`src/rtl/alu_op_sequencer_if.sv`:
```
// alu_op_sequencer_if: request, control-unit and response signal bundle for alu_op_sequencer
//   master : sequencer side, drives req_ready, cu_begin, cu_op_code, inbus, rsp_valid/hi/lo/err
//   slave  : requester / control unit / consumer side, drives everything else
interface alu_op_sequencer_if #(
    parameter int W = 8
) ();
    logic         req_valid;
    logic         req_ready;
    logic [1:0]   req_op;
    logic [W-1:0] req_a;
    logic [W-1:0] req_q;
    logic [W-1:0] req_m;
    logic         cu_begin;
    logic [1:0]   cu_op_code;
    logic         cu_ld_a;
    logic         cu_ld_q;
    logic         cu_ld_m;
    logic [W-1:0] inbus;
    logic         cu_push_a;
    logic         cu_push_q;
    logic [W-1:0] outbus;
    logic         rsp_valid;
    logic         rsp_ready;
    logic [W-1:0] rsp_hi;
    logic [W-1:0] rsp_lo;
    logic         rsp_err;

    modport master (
        input  req_valid, req_op, req_a, req_q, req_m,
        input  cu_ld_a, cu_ld_q, cu_ld_m, cu_push_a, cu_push_q, outbus, rsp_ready,
        output req_ready, cu_begin, cu_op_code, inbus, rsp_valid, rsp_hi, rsp_lo, rsp_err
    );

    modport slave (
        output req_valid, req_op, req_a, req_q, req_m,
        output cu_ld_a, cu_ld_q, cu_ld_m, cu_push_a, cu_push_q, outbus, rsp_ready,
        input  req_ready, cu_begin, cu_op_code, inbus, rsp_valid, rsp_hi, rsp_lo, rsp_err
    );
endinterface

```
`src/rtl/alu_op_sequencer.sv`:
```
// alu_op_sequencer: bus front-end that starts the one-hot ALU control unit, feeds operands, collects results
//   clk   : rising-edge clock
//   reset : asynchronous active-low reset
//   bus   : alu_op_sequencer_if.master (request handshake, control-unit strobes, response handshake)
//   Optional: define ALU_WATCHDOG_EN to abort LOAD/RUN after TIMEOUT_CYCLES with rsp_err=1.
module alu_op_sequencer #(
    parameter int W              = 8,
    parameter int TIMEOUT_CYCLES = 255
) (
    input logic                clk,
    input logic                reset,
    alu_op_sequencer_if.master bus
);
    typedef enum logic [2:0] {IDLE, START, LOAD, RUN, RESP} state_t;

    state_t       state_q, state_d;
    logic [1:0]   op_q, op_d;
    logic [1:0]   cnt_q, cnt_d;
    logic [1:0]   need;
    logic [W-1:0] a_q, a_d, q_q, q_d, m_q, m_d;
    logic [W-1:0] hi_q, hi_d, lo_q, lo_d;
`ifdef ALU_WATCHDOG_EN
    localparam int CW = $clog2(TIMEOUT_CYCLES + 1);
    logic [CW-1:0] wd_q, wd_d;
    logic          err_q, err_d;
`else
    logic unused_timeout;
    assign unused_timeout = ^TIMEOUT_CYCLES;
`endif

    // add/sub return one word, mul/div return two
    assign need = op_q[1] ? 2'd2 : 2'd1;

    always_ff @(posedge clk or negedge reset) begin
        if (!reset) begin
            state_q <= IDLE;
            op_q    <= '0;
            cnt_q   <= '0;
            a_q     <= '0;
            q_q     <= '0;
            m_q     <= '0;
            hi_q    <= '0;
            lo_q    <= '0;
`ifdef ALU_WATCHDOG_EN
            wd_q    <= '0;
            err_q   <= 1'b0;
`endif
        end else begin
            state_q <= state_d;
            op_q    <= op_d;
            cnt_q   <= cnt_d;
            a_q     <= a_d;
            q_q     <= q_d;
            m_q     <= m_d;
            hi_q    <= hi_d;
            lo_q    <= lo_d;
`ifdef ALU_WATCHDOG_EN
            wd_q    <= wd_d;
            err_q   <= err_d;
`endif
        end
    end

    always_comb begin
        state_d = state_q;
        op_d    = op_q;
        cnt_d   = cnt_q;
        a_d     = a_q;
        q_d     = q_q;
        m_d     = m_q;
        hi_d    = hi_q;
        lo_d    = lo_q;
        case (state_q)
            IDLE: if (bus.req_valid) begin
                op_d    = bus.req_op;
                a_d     = bus.req_a;
                q_d     = bus.req_q;
                m_d     = bus.req_m;
                hi_d    = '0;
                lo_d    = '0;
                cnt_d   = '0;
                state_d = START;
            end
            START: state_d = LOAD;
            LOAD: if (bus.cu_ld_m) state_d = RUN;
            RUN: begin
                if (bus.cu_push_a) hi_d = bus.outbus;
                if (bus.cu_push_q) lo_d = bus.outbus;
                // simultaneous pushes count as two
                cnt_d = cnt_q + {1'b0, bus.cu_push_a} + {1'b0, bus.cu_push_q};
                if (cnt_d >= need) state_d = RESP;
            end
            RESP: if (bus.rsp_ready) state_d = IDLE;
            default: state_d = IDLE;
        endcase
`ifdef ALU_WATCHDOG_EN
        err_d = err_q;
        if (state_q == RESP && bus.rsp_ready) err_d = 1'b0;
        // counts LOAD/RUN cycles; zero everywhere else so it is clear on entering START
        wd_d = (state_q == LOAD || state_q == RUN) ? wd_q + 1'b1 : '0;
        if (wd_d == CW'(TIMEOUT_CYCLES)) begin
            state_d = RESP;
            hi_d    = '0;
            lo_d    = '0;
            err_d   = 1'b1;
        end
`endif
    end

    always_comb begin
        bus.req_ready  = state_q == IDLE;
        bus.cu_begin   = state_q == START;
        bus.cu_op_code = state_q == IDLE ? 2'b00 : op_q;
        bus.inbus      = state_q != LOAD ? '0 :
                         bus.cu_ld_a     ? a_q :
                         bus.cu_ld_q     ? q_q :
                         bus.cu_ld_m     ? m_q : '0;
        bus.rsp_valid  = state_q == RESP;
        bus.rsp_hi     = hi_q;
        bus.rsp_lo     = lo_q;
`ifdef ALU_WATCHDOG_EN
        bus.rsp_err    = err_q;
`else
        bus.rsp_err    = 1'b0;
`endif
    end
endmodule

```
`src/flat_wrapper.sv`:
```
// flat-port wrapper written by rule: the top's interface ports become plain ports
module alu_op_sequencer_flat 
#(
    parameter int W              = 8,
    parameter int TIMEOUT_CYCLES = 255
)
  (clk, reset, bus_req_valid, bus_req_op, bus_req_a, bus_req_q, bus_req_m, bus_cu_ld_a, bus_cu_ld_q, bus_cu_ld_m, bus_cu_push_a, bus_cu_push_q, bus_outbus, bus_rsp_ready, bus_req_ready, bus_cu_begin, bus_cu_op_code, bus_inbus, bus_rsp_valid, bus_rsp_hi, bus_rsp_lo, bus_rsp_err);
  alu_op_sequencer_if #(.W(W)) bus_i ();
  input logic clk;
  input logic reset;
  input wire logic [$bits(bus_i.req_valid)-1:0] bus_req_valid;
  input wire logic [$bits(bus_i.req_op)-1:0] bus_req_op;
  input wire logic [$bits(bus_i.req_a)-1:0] bus_req_a;
  input wire logic [$bits(bus_i.req_q)-1:0] bus_req_q;
  input wire logic [$bits(bus_i.req_m)-1:0] bus_req_m;
  input wire logic [$bits(bus_i.cu_ld_a)-1:0] bus_cu_ld_a;
  input wire logic [$bits(bus_i.cu_ld_q)-1:0] bus_cu_ld_q;
  input wire logic [$bits(bus_i.cu_ld_m)-1:0] bus_cu_ld_m;
  input wire logic [$bits(bus_i.cu_push_a)-1:0] bus_cu_push_a;
  input wire logic [$bits(bus_i.cu_push_q)-1:0] bus_cu_push_q;
  input wire logic [$bits(bus_i.outbus)-1:0] bus_outbus;
  input wire logic [$bits(bus_i.rsp_ready)-1:0] bus_rsp_ready;
  output wire logic [$bits(bus_i.req_ready)-1:0] bus_req_ready;
  output wire logic [$bits(bus_i.cu_begin)-1:0] bus_cu_begin;
  output wire logic [$bits(bus_i.cu_op_code)-1:0] bus_cu_op_code;
  output wire logic [$bits(bus_i.inbus)-1:0] bus_inbus;
  output wire logic [$bits(bus_i.rsp_valid)-1:0] bus_rsp_valid;
  output wire logic [$bits(bus_i.rsp_hi)-1:0] bus_rsp_hi;
  output wire logic [$bits(bus_i.rsp_lo)-1:0] bus_rsp_lo;
  output wire logic [$bits(bus_i.rsp_err)-1:0] bus_rsp_err;
  assign bus_i.req_valid = bus_req_valid;
  assign bus_i.req_op = bus_req_op;
  assign bus_i.req_a = bus_req_a;
  assign bus_i.req_q = bus_req_q;
  assign bus_i.req_m = bus_req_m;
  assign bus_i.cu_ld_a = bus_cu_ld_a;
  assign bus_i.cu_ld_q = bus_cu_ld_q;
  assign bus_i.cu_ld_m = bus_cu_ld_m;
  assign bus_i.cu_push_a = bus_cu_push_a;
  assign bus_i.cu_push_q = bus_cu_push_q;
  assign bus_i.outbus = bus_outbus;
  assign bus_i.rsp_ready = bus_rsp_ready;
  assign bus_req_ready = bus_i.req_ready;
  assign bus_cu_begin = bus_i.cu_begin;
  assign bus_cu_op_code = bus_i.cu_op_code;
  assign bus_inbus = bus_i.inbus;
  assign bus_rsp_valid = bus_i.rsp_valid;
  assign bus_rsp_hi = bus_i.rsp_hi;
  assign bus_rsp_lo = bus_i.rsp_lo;
  assign bus_rsp_err = bus_i.rsp_err;
  alu_op_sequencer #(.W(W), .TIMEOUT_CYCLES(TIMEOUT_CYCLES)) u_core (.clk(clk), .reset(reset), .bus(bus_i));
endmodule
```
`config.mk`:
```
export PLATFORM = sky130hd
export DESIGN_NAME = alu_op_sequencer_flat
export DESIGN_NICKNAME = d
export VERILOG_FILES = /design/src/rtl/alu_op_sequencer_if.sv /design/src/rtl/alu_op_sequencer.sv /design/src/flat_wrapper.sv
export SDC_FILE = /design/constraint.sdc
export NUM_CORES = 1
export LEC_CHECK = 0
export BUFFER_PORTS_ARGS = -buffer_cell sky130_fd_sc_hd__clkbuf_2
export CORE_MARGIN = 3
export CORE_UTILIZATION = 40
export DETAILED_ROUTE_END_ITERATION = 10
export PLACE_DENSITY = 0.66
export SLEW_MARGIN = 40
export SYNTH_ARGS = -nofsm -noshare
export SYNTH_HDL_FRONTEND = slang
export SYNTH_SLANG_ARGS = --single-unit
```
`constraint.sdc`:
```
create_clock -name clk -period 2 [get_ports clk]
set_input_delay 0.1 -clock clk [delete_from_list [all_inputs] [get_ports clk]]
set_output_delay 0.1 -clock clk [all_outputs]
set_load 0.05 [all_outputs]
```
==> flow_summary.ini, run 1 <==
[worst_hold_path]
hold_class = in -> reg
hold_end = u_core.q_q[1]$_DFFE_PN0P_
worstHoldStart = bus_req_q[1]
hold_depth = 2

[sta]
skew_ns = 0.00707
fmax_ghz = 0.533
tightest_slew_ns = 0.557
setup_tns_ns = 0
drv_slew = 0
min_period_ns = 1.88
rsz0062_at_grt = false
whs_ns = 0.0163
hold_violations = 0
slew_headroom = 0.629
fin_crit_sh = 0.938
setup_viol = 0

[synthesis]
seq_area_frac_synth = 0.558
syn_area_per_cell_sq_um = 13.0
postSynth.asyncResetShare = 1.00
syn_nets = 208
yosysTopAreaCell = dfrtp_1
ys_ff_latch = 47
synth-edff-count = 0
netlist_instances = 162
yosys_warnings = 0
netlist_area_sq_um = 2110
synthFlopType = dfrtp_1
synth_top_area_frac = 0.558
synth_area_leaders = dfrtp_1, mux2_1, a22o_1
yosysUniqueCellTypes = 30

[die]
fp.dieH_microns = 78.6
die-area_sq_um = 6170
design.core.area_sq_um = 4910
start_util = 0.429
core.rowCount = 25
pin_count = 73
die_w_microns = 78.6

[clock_network]
numCtsBuffers = 5
path_clk_slew_ns = 0.09
clock_sinks = 47
cts_setup_buffers = 0
h-tree-depth = 2
insertion_delay_ns = 0.29
clockBufferDepth = 2
clockRootBuffer = clkbuf_8
cts_tree = yes

[power_and_ir_drop]
intPower_mw = 2.54
p_switching_mw = 2.23
p_per_area_nw_per_um2 = 1790
p_comb_frac = 0.512
clkPwrFrac = 0.129
p_seq_frac = 0.359
p_leak_nw = 1.33
ir_drop_mv = 0.711
swShare = 0.468

[place]
io_buffers = 71
gpl.final_weighted_congestion = 0.766
place_inst = 296
dp_hpwl_microns = 3520
dpl_cell_area_sq_um = 2550

[critical_path]
rr_worst_depth = 6
worstPathArrival_ns = 2.07
cp_data_required_time_ns = 2.19
cp-startpoint = u_core.cnt_q[0]$_DFFE_PN0P_
r2r-start = u_core.cnt_q[0]$_DFFE_PN0P_
start_kind = register
crit_type = reg -> reg
r2r_end = u_core.state_q[2]$_DFFE_PN0P_
cp_max_fo = 2
worstSetupEndpointType = register
rrSetupSlack_ns = 0.12

[route]
initialDrtViolationCount = 82
drcViolationCount = 0
drtAntennaViolNets = 0
dr.pass1.iters = 4
routed_wl_microns = 4690
routedWlPerCell_microns = 15.4
drt-vias-per-instance = 5.15
vias = 1572

[cells_and_area]
drive_gt1_frac = 0.391
fillers = 434
fin_nets = 283
diodes = 0
post-route-util = 0.543
final_area_sq_um = 2670
fin_cells = 305
syn_to_final_growth_pct = 26.5

[global_routing]
overflow = 0
grtUsageTotal = 0.161
antenna_found_initial = 0
grt_max_degree = 25
grt_pass1_vias = 1596
grt_pass1_wl_microns = 7780

[run]
maxCapViolations = 0

[status]
status = finished, final reports clean
==> registers in the layout, summed over array words and instances, names as in the netlist <==
signal             flops
u_core.a_q             8
u_core.bus.rsp_hi      8
u_core.bus.rsp_lo      8
u_core.cnt_q           2
u_core.m_q             8
u_core.op_q            2
u_core.q_q             8
u_core.state_q         3
==> worst max-delay path, cell delays in order, from the launching register on <==
cell      delay (ns)
dfrtp_1         0.39
fa_1            0.51
inv_1           0.05
ha_1            0.26
nand2b_1        0.16
a21o_1          0.21
a22o_1          0.19
==> power groups by stage <==
stage | clock network [mW] | logic, mW | registers [mW]
6_report | 0.615 | 2.44 | 1.71
2_1_floorplan | 0 | 1.35 | 2.21
4_1_cts | 0.636 | 2.46 | 1.71
3_5_place_dp | 0 | 2.45 | 1.72
3_3_place_gp | 0 | 2.41 | 1.71
5_1_grt | 0.687 | 2.62 | 1.77
==> cells in the mapped netlist (3+ instances only) <==
cell / n
nor3_1: 9
nor2_1: 4
clkbuf_1: 5
a22o_1: 17
inv_1: 3
a221oi_1: 8
nor2b_1: 10
mux2_1: 25
nand2_1: 3
dfrtp_1: 47
buf_4: 4
buf_2: 3
==> cells in the final DEF, fill, tap and decap left out, types with 2 or more instances in the layout <==
cell type,count
a32o_1,2
a221oi_1,8
clkbuf_2,71
nand2_1,3
nor2_1,4
buf_4,8
mux2_1,25
dfrtp_1,47
ha_1,2
clkbuf_8,7
and2_1,2
nand2b_1,2
and4b_1,2
nor3_1,8
inv_1,3
nor2b_1,10
a22o_1,17
nor2_2,2
==> routing by layer <==
metal,up-vias,track usage,share of wire
met5,-,0,0
met4,0,0.0472,0.0079
met3,4,0.0413,0.052
met2,42,0.255,0.50
met1,790,0.218,0.44
li1,736,-,-
==> how the worst max path moves through the flow <==
stage                                    end  slack (ns)
6_report       u_core.state_q[2]$_DFFE_PN0P_        0.12
5_1_grt        u_core.state_q[1]$_DFFE_PN0P_       0.007
4_1_cts                         bus_inbus[6]        0.11
3_5_place_dp   u_core.state_q[1]$_DFFE_PN0P_        0.15
3_3_place_gp   u_core.state_q[1]$_DFFE_PN0P_        0.20
2_1_floorplan                   bus_inbus[0]       -0.01
==> repair_timing <==
action	in CTS	in global routing
endpoints found under the setup margin	0	1
hold endpoints to repair	23	0
hold buffers	1	0
resized for setup	0	1
==> stage by stage <==
stage	setup slack [ns]	power, mW
2_1_floorplan	-0.0119	3.56
3_3_place_gp	0.197	4.12
3_5_place_dp	0.153	4.17
4_1_cts	0.110	4.80
5_1_grt	0.00656	5.08
6_report	0.124	4.77
==> cells by family after synthesis <==
family	after synthesis	synth area share
DFF	47	0.558
xor gates and xnor gates	1	0.00416
other	1	0.00178
buffers and inverters	15	0.0356
AOI/OAI and AO/OA	31	0.125
adders and majority gates	3	0.0214
muxes	27	0.144
and+or+nand+nor	37	0.110
==> cell type report <==
cell class | count | area [sq um] | area share
multi-input cells | 100 | 866 | 0.325
flip-flops and latches | 47 | 1180 | 0.441
clock inverters | 1 | 7.51 | 0.00282
well taps | 67 | 83.8 | 0.0314
inverters | 3 | 11.3 | 0.00422
repair buffers | 80 | 425 | 0.160
clock buffers | 7 | 96.3 | 0.0361
Note: power is estimated with default switching activity, not from simulation.
==> run 2: changes to the inputs <==
Clock period 2 ns to 2.1 ns, I/O delays scaled along.
==> run 2 against run 1 <==
Net effect:
- critical path depth fell by 2
- sequential share of layout area up 0.72 points
- core utilization decreased by 0.87 points
- non-clock buffer count down 2
- sequential power down 4%
- clock-buffer cell count is the same
- first-iteration DRC count up 12%
- die area is the same
- worst hold slack gained 0.0036 ns
- routed wire length is 2.0% lower
- register-to-register slack better by 0.12 ns
- critical path type is now reg -> out
==> flow_summary.ini, run 2 (synthesis results as in run 1) <==
[power_and_ir_drop]
swShare = 0.473
p_seq_frac = 0.373
finalPower_mw = 4.42
p_leak_nw = 1.31
p_comb_frac = 0.510
p_switching_mw = 2.09
clkPwrFrac = 0.118
intPower_mw = 2.33
ir_drop_mv = 0.720
p_per_area_nw_per_um2 = 1690

[clock_network]
clockRootBuffer = clkbuf_8
clockBufferDepth = 2
h-tree-depth = 2
clock_sinks = 47
path_clk_slew_ns = 0.09
cts_setup_buffers = 0
cts_tree = yes
insertion_delay_ns = 0.29
numCtsBuffers = 5

[global_routing]
overflow = 0
grt_max_degree = 31
antenna_found_initial = 0
grtUsageTotal = 0.156
grt_pass1_wl_microns = 7570
grt_pass1_vias = 1537

[cells_and_area]
post-route-util = 0.534
syn_to_final_growth_pct = 24.5
diodes = 0
drive_gt1_frac = 0.373
final_cell_mix = clkbuf_2, dfrtp_1, mux2_1, a22o_1, nor2b_1
fin_nets = 281
final_common_cell = clkbuf_2
final_area_sq_um = 2620

[route]
initialDrtViolationCount = 92
drt-vias-per-instance = 5.11
wl_met1_microns = 2190
dr.pass1.iters = 4
routedWlPerCell_microns = 15.1
drcViolationCount = 0
top_layer = met4
drtAntennaViolNets = 0
vias = 1549
wl_met3_microns = 237
routed_wl_microns = 4590
dr_wl_met2_microns = 2120

[sta]
drv_slew = 0
fmax_ghz = 0.534
fin_crit_sh = 0.892
rsz0062_at_grt = false
hold_violations = 0
setup_viol = 0
setup_tns_ns = 0
skew_ns = 0.00931
min_period_ns = 1.87

[worst_hold_path]
hold_class = in -> reg

[critical_path]
start_kind = register
worstPathArrival_ns = 1.77
crit_type = reg -> out
cp_data_required_time_ns = 2.00
worstSetupEndpointType = primary output
cp_max_fo = 9

[die]
die-area_sq_um = 6170
die_w_microns = 78.6
fp.dieH_microns = 78.6
core.rowCount = 25
pin_count = 73
design.core.area_sq_um = 4910
start_util = 0.429

[place]
io_buffers = 71
gpl.final_weighted_congestion = 0.756
dp_hpwl_microns = 3370
dpl_cell_area_sq_um = 2530

[run]
maxCapViolations = 0

[status]
status = finished, final reports clean
-- run 2: cell types whose count changed in the layout (fill, tap and decap cells not counted) --
cell | previous run | this run
clkinvlp_4 | 1 | 0
a211oi_2 | 1 | 0
buf_4 | 8 | 6
clkinv_2 | 0 | 1
clkbuf_8 | 7 | 5
a211oi_1 | 0 | 1
clkbuf_1 | 0 | 2
-- run 2: path summary, 6_finish.rpt --
check,end,slack (ns),start,cells past startpoint
max in group asynchronous,u_core.bus.rsp_hi[3]$_DFFE_PN0P_,1.05,reset,3
max reg2reg,u_core.state_q[1]$_DFFE_PN0P_,0.24,u_core.cnt_q[0]$_DFFE_PN0P_,6
max,bus_inbus[6],0.23,u_core.state_q[2]$_DFFE_PN0P_,4
min reg2reg,u_core.op_q[0]$_DFFE_PN0P_,0.48,u_core.op_q[0]$_DFFE_PN0P_,1
min,u_core.a_q[7]$_DFFE_PN0P_,0.02,bus_req_a[7],2
min in group asynchronous,u_core.m_q[7]$_DFFE_PN0P_,0.28,reset,2
-- run 2: timing repair --
| action | 4_1_cts | 5_1_grt |
|---|---|---|
| setup endpoints to repair | 0 | 0 |
| endpoints found under the hold margin | 17 | 0 |
| hold buffers | 1 | 0 |
| gates resized for setup | 0 | 0 |
-- run 2: power by group through the flow --
stage | Combinational (mW) | Clock (mW) | Sequential (mW)
finish | 2.25 | 0.520 | 1.65
global route | 2.41 | 0.575 | 1.71
CTS | 2.28 | 0.543 | 1.65
detailed placement | 2.27 | 0 | 1.66
global placement | 2.25 | 0 | 1.65
floorplan | 1.29 | 0 | 2.11
-- run 2: per-layer routing --
metal	vias to the layer above	track usage
li1	735	-
met5	-	0
met4	0	0.0524
met2	38	0.234
met3	5	0.0321
met1	771	0.223
-- run 2: area by class of cell --
type / instances / area (sq um)
clock buffers: 7 / 76.3
flip-flops and latches: 47 / 1180
clock inverters: 1 / 5.00
multi-input cells: 100 / 861
fillers: 453 / 2290
inverters: 3 / 11.3
well taps: 67 / 83.8
repair buffers: 78 / 410
-- run 2: stage by stage --
step | std cells | hold slack [ns] | setup WS (ns)
final | 303 | 0.0199 | 0.228
after global routing | 303 | 0.0270 | 0.0163
after CTS | 303 | 0.0128 | 0.178
after detailed placement | 294 | 0.0692 | 0.250
after global placement | 294 | 0.0734 | 0.290
after floorplan | 162 | -0.191 | 0.0831
-- run 2: critical path: stages (launching register included) --
cell	delay [ns]
dfrtp_1	0.50
nor2_1	0.18
nand2_1	0.22
nor3_1	0.27
clkbuf_2	0.31
==> run 3: changes to the inputs <==
Settings changed: CAP_MARGIN from default to 30, CORE_ASPECT_RATIO from default to 1.75, GPL_ROUTABILITY_DRIVEN from default to 0.
==> run 3 against run 2 <==
Net effect:
- critical path depth unchanged
- non-clock buffer count unchanged
- die area up 0.56%
- routed wire length up 3.9%
- clock power decreased by 1%
- sequential share of layout area grew 0.24 points
- sequential power about the same
- worst hold slack worse by 0.0035 ns
- final area decreased by 0.52%
- final cell count decreased by 4.3%
- combinational power hardly changed
- largest cell class unchanged
==> flow_summary.ini, run 3 (synthesis results as in run 1) <==
[die]
core.rowCount = 34
fp.dieH_microns = 102
design.core.area_sq_um = 5020
die-area_sq_um = 6210
pin_count = 73
start_util = 0.420
die_w_microns = 60.9

[route]
drtAntennaViolNets = 0
dr.pass1.iters = 4
routedWlPerCell_microns = 16.4
drt-vias-per-instance = 5.34
drcViolationCount = 0
routed_wl_microns = 4770
initialDrtViolationCount = 44
vias = 1550

[power_and_ir_drop]
p_leak_nw = 1.32
finalPower_mw = 4.41
ir_drop_mv = 1.08
p_per_area_nw_per_um2 = 1690

[clock_network]
clockBufferDepth = 2
insertion_delay_ns = 0.29
clockRootBuffer = clkbuf_8
h-tree-depth = 2
cts_setup_buffers = 0
numCtsBuffers = 5
cts_tree = yes
path_clk_slew_ns = 0.08
clock_sinks = 47

[sta]
rsz0062_at_grt = false
setup_tns_ns = 0
setup_viol = 0
fmax_ghz = 0.522
drv_slew = 0
finalWorstSetupSlack_ns = 0.184
fin_crit_sh = 0.912
min_period_ns = 1.92
hold_violations = 0
skew_ns = 0.00391

[critical_path]
start_kind = register
cp_data_required_time_ns = 2.00
worstSetupEndpointType = primary output
worstPathArrival_ns = 1.81
cp_slowest_stage_delay_ns = 0.51
cp_max_fo = 9
path_cells = nor2_1 -> nand2_1 -> nor3_1 -> clkbuf_2
slowest_stage = dfrtp_1
crit_type = reg -> out

[place]
dp_hpwl_microns = 3740
dpl_cell_area_sq_um = 2520
io_buffers = 71
pre_cts_ws_ns = 0.204

[cells_and_area]
diodes = 0
syn_to_final_growth_pct = 23.9
final_cell_mix = clkbuf_2, dfrtp_1, mux2_1, a22o_1, nor2b_1
final_common_cell = clkbuf_2
final_area_sq_um = 2610
drive_gt1_frac = 0.381
fin_nets = 281

[global_routing]
grt_pass1_vias = 1670
overflow = 0
grt_pass1_wl_microns = 7930
antenna_found_initial = 0
grtUsageTotal = 0.172
grt_max_degree = 25

[status]
status = finished, final reports clean

[worst_hold_path]
hold_class = in -> reg

[run]
maxCapViolations = 0
[run 3: through the flow]
step,util,std cells,hold slack (ns)
after detailed placement,0.501,281,-0.0861
after CTS,0.520,290,0.00650
after floorplan,-,162,-0.191
final,0.520,290,0.0164
after global routing,0.520,290,0.0159
after global placement,0.501,281,-0.0839
[run 3: timing repair]
item                                    4_1_cts  5_1_grt
endpoints found under the hold margin        47        0
gates resized for setup                       0        1
endpoints found under the setup margin        0        1
hold buffers                                  1        0
[run 3: worst max-delay path, delay by kind of cell, from the launching register on]
kind          cells  cell delay [ns]
buf+inv           1             0.31
simple gates      3             0.70
flops             1             0.51
[run 3: layout make-up]
type | instances | area (sq um)
repair buffers | 78 | 410
fillers | 478 | 2410
flip-flops and latches | 47 | 1180
clock inverters | 3 | 15.0
inverters | 3 | 11.3
well taps | 54 | 67.6
clock buffers | 5 | 68.8
multi-input cells | 100 | 861
[run 3: power breakdown]
| group | internal (mW) | total (mW) | switching, mW |
|---|---|---|---|
| logic | 0.729 | 2.26 | 1.53 |
| clock network | 0.228 | 0.515 | 0.286 |
| registers | 1.36 | 1.64 | 0.287 |
[run 3: worst paths after layout]
path | start | to | slack [ns] | cells after the start
worst min register to register | u_core.op_q[0]$_DFFE_PN0P_ | u_core.op_q[0]$_DFFE_PN0P_ | 0.49 | 1
max in group asynchronous | reset | u_core.cnt_q[1]$_DFFE_PN0P_ | 1.48 | 3
worst min-delay path | bus_req_op[1] | u_core.op_q[1]$_DFFE_PN0P_ | 0.02 | 3
worst max register to register | u_core.cnt_q[0]$_DFFE_PN0P_ | u_core.state_q[1]$_DFFE_PN0P_ | 0.19 | 6
min in group asynchronous | reset | u_core.m_q[4]$_DFFE_PN0P_ | 0.14 | 2
worst max-delay path | u_core.state_q[2]$_DFFE_PN0P_ | bus_inbus[3] | 0.18 | 4
[run 3: layer usage]
metal | vias to the layer above | track usage | routed length [microns]
li1 | 736 | - | -
met1 | 751 | 0.199 | 1880
met2 | 58 | 0.309 | 2530
met3 | 5 | 0.0379 | 311
met4 | 0 | 0.0501 | 49
met5 | - | 0 | 0
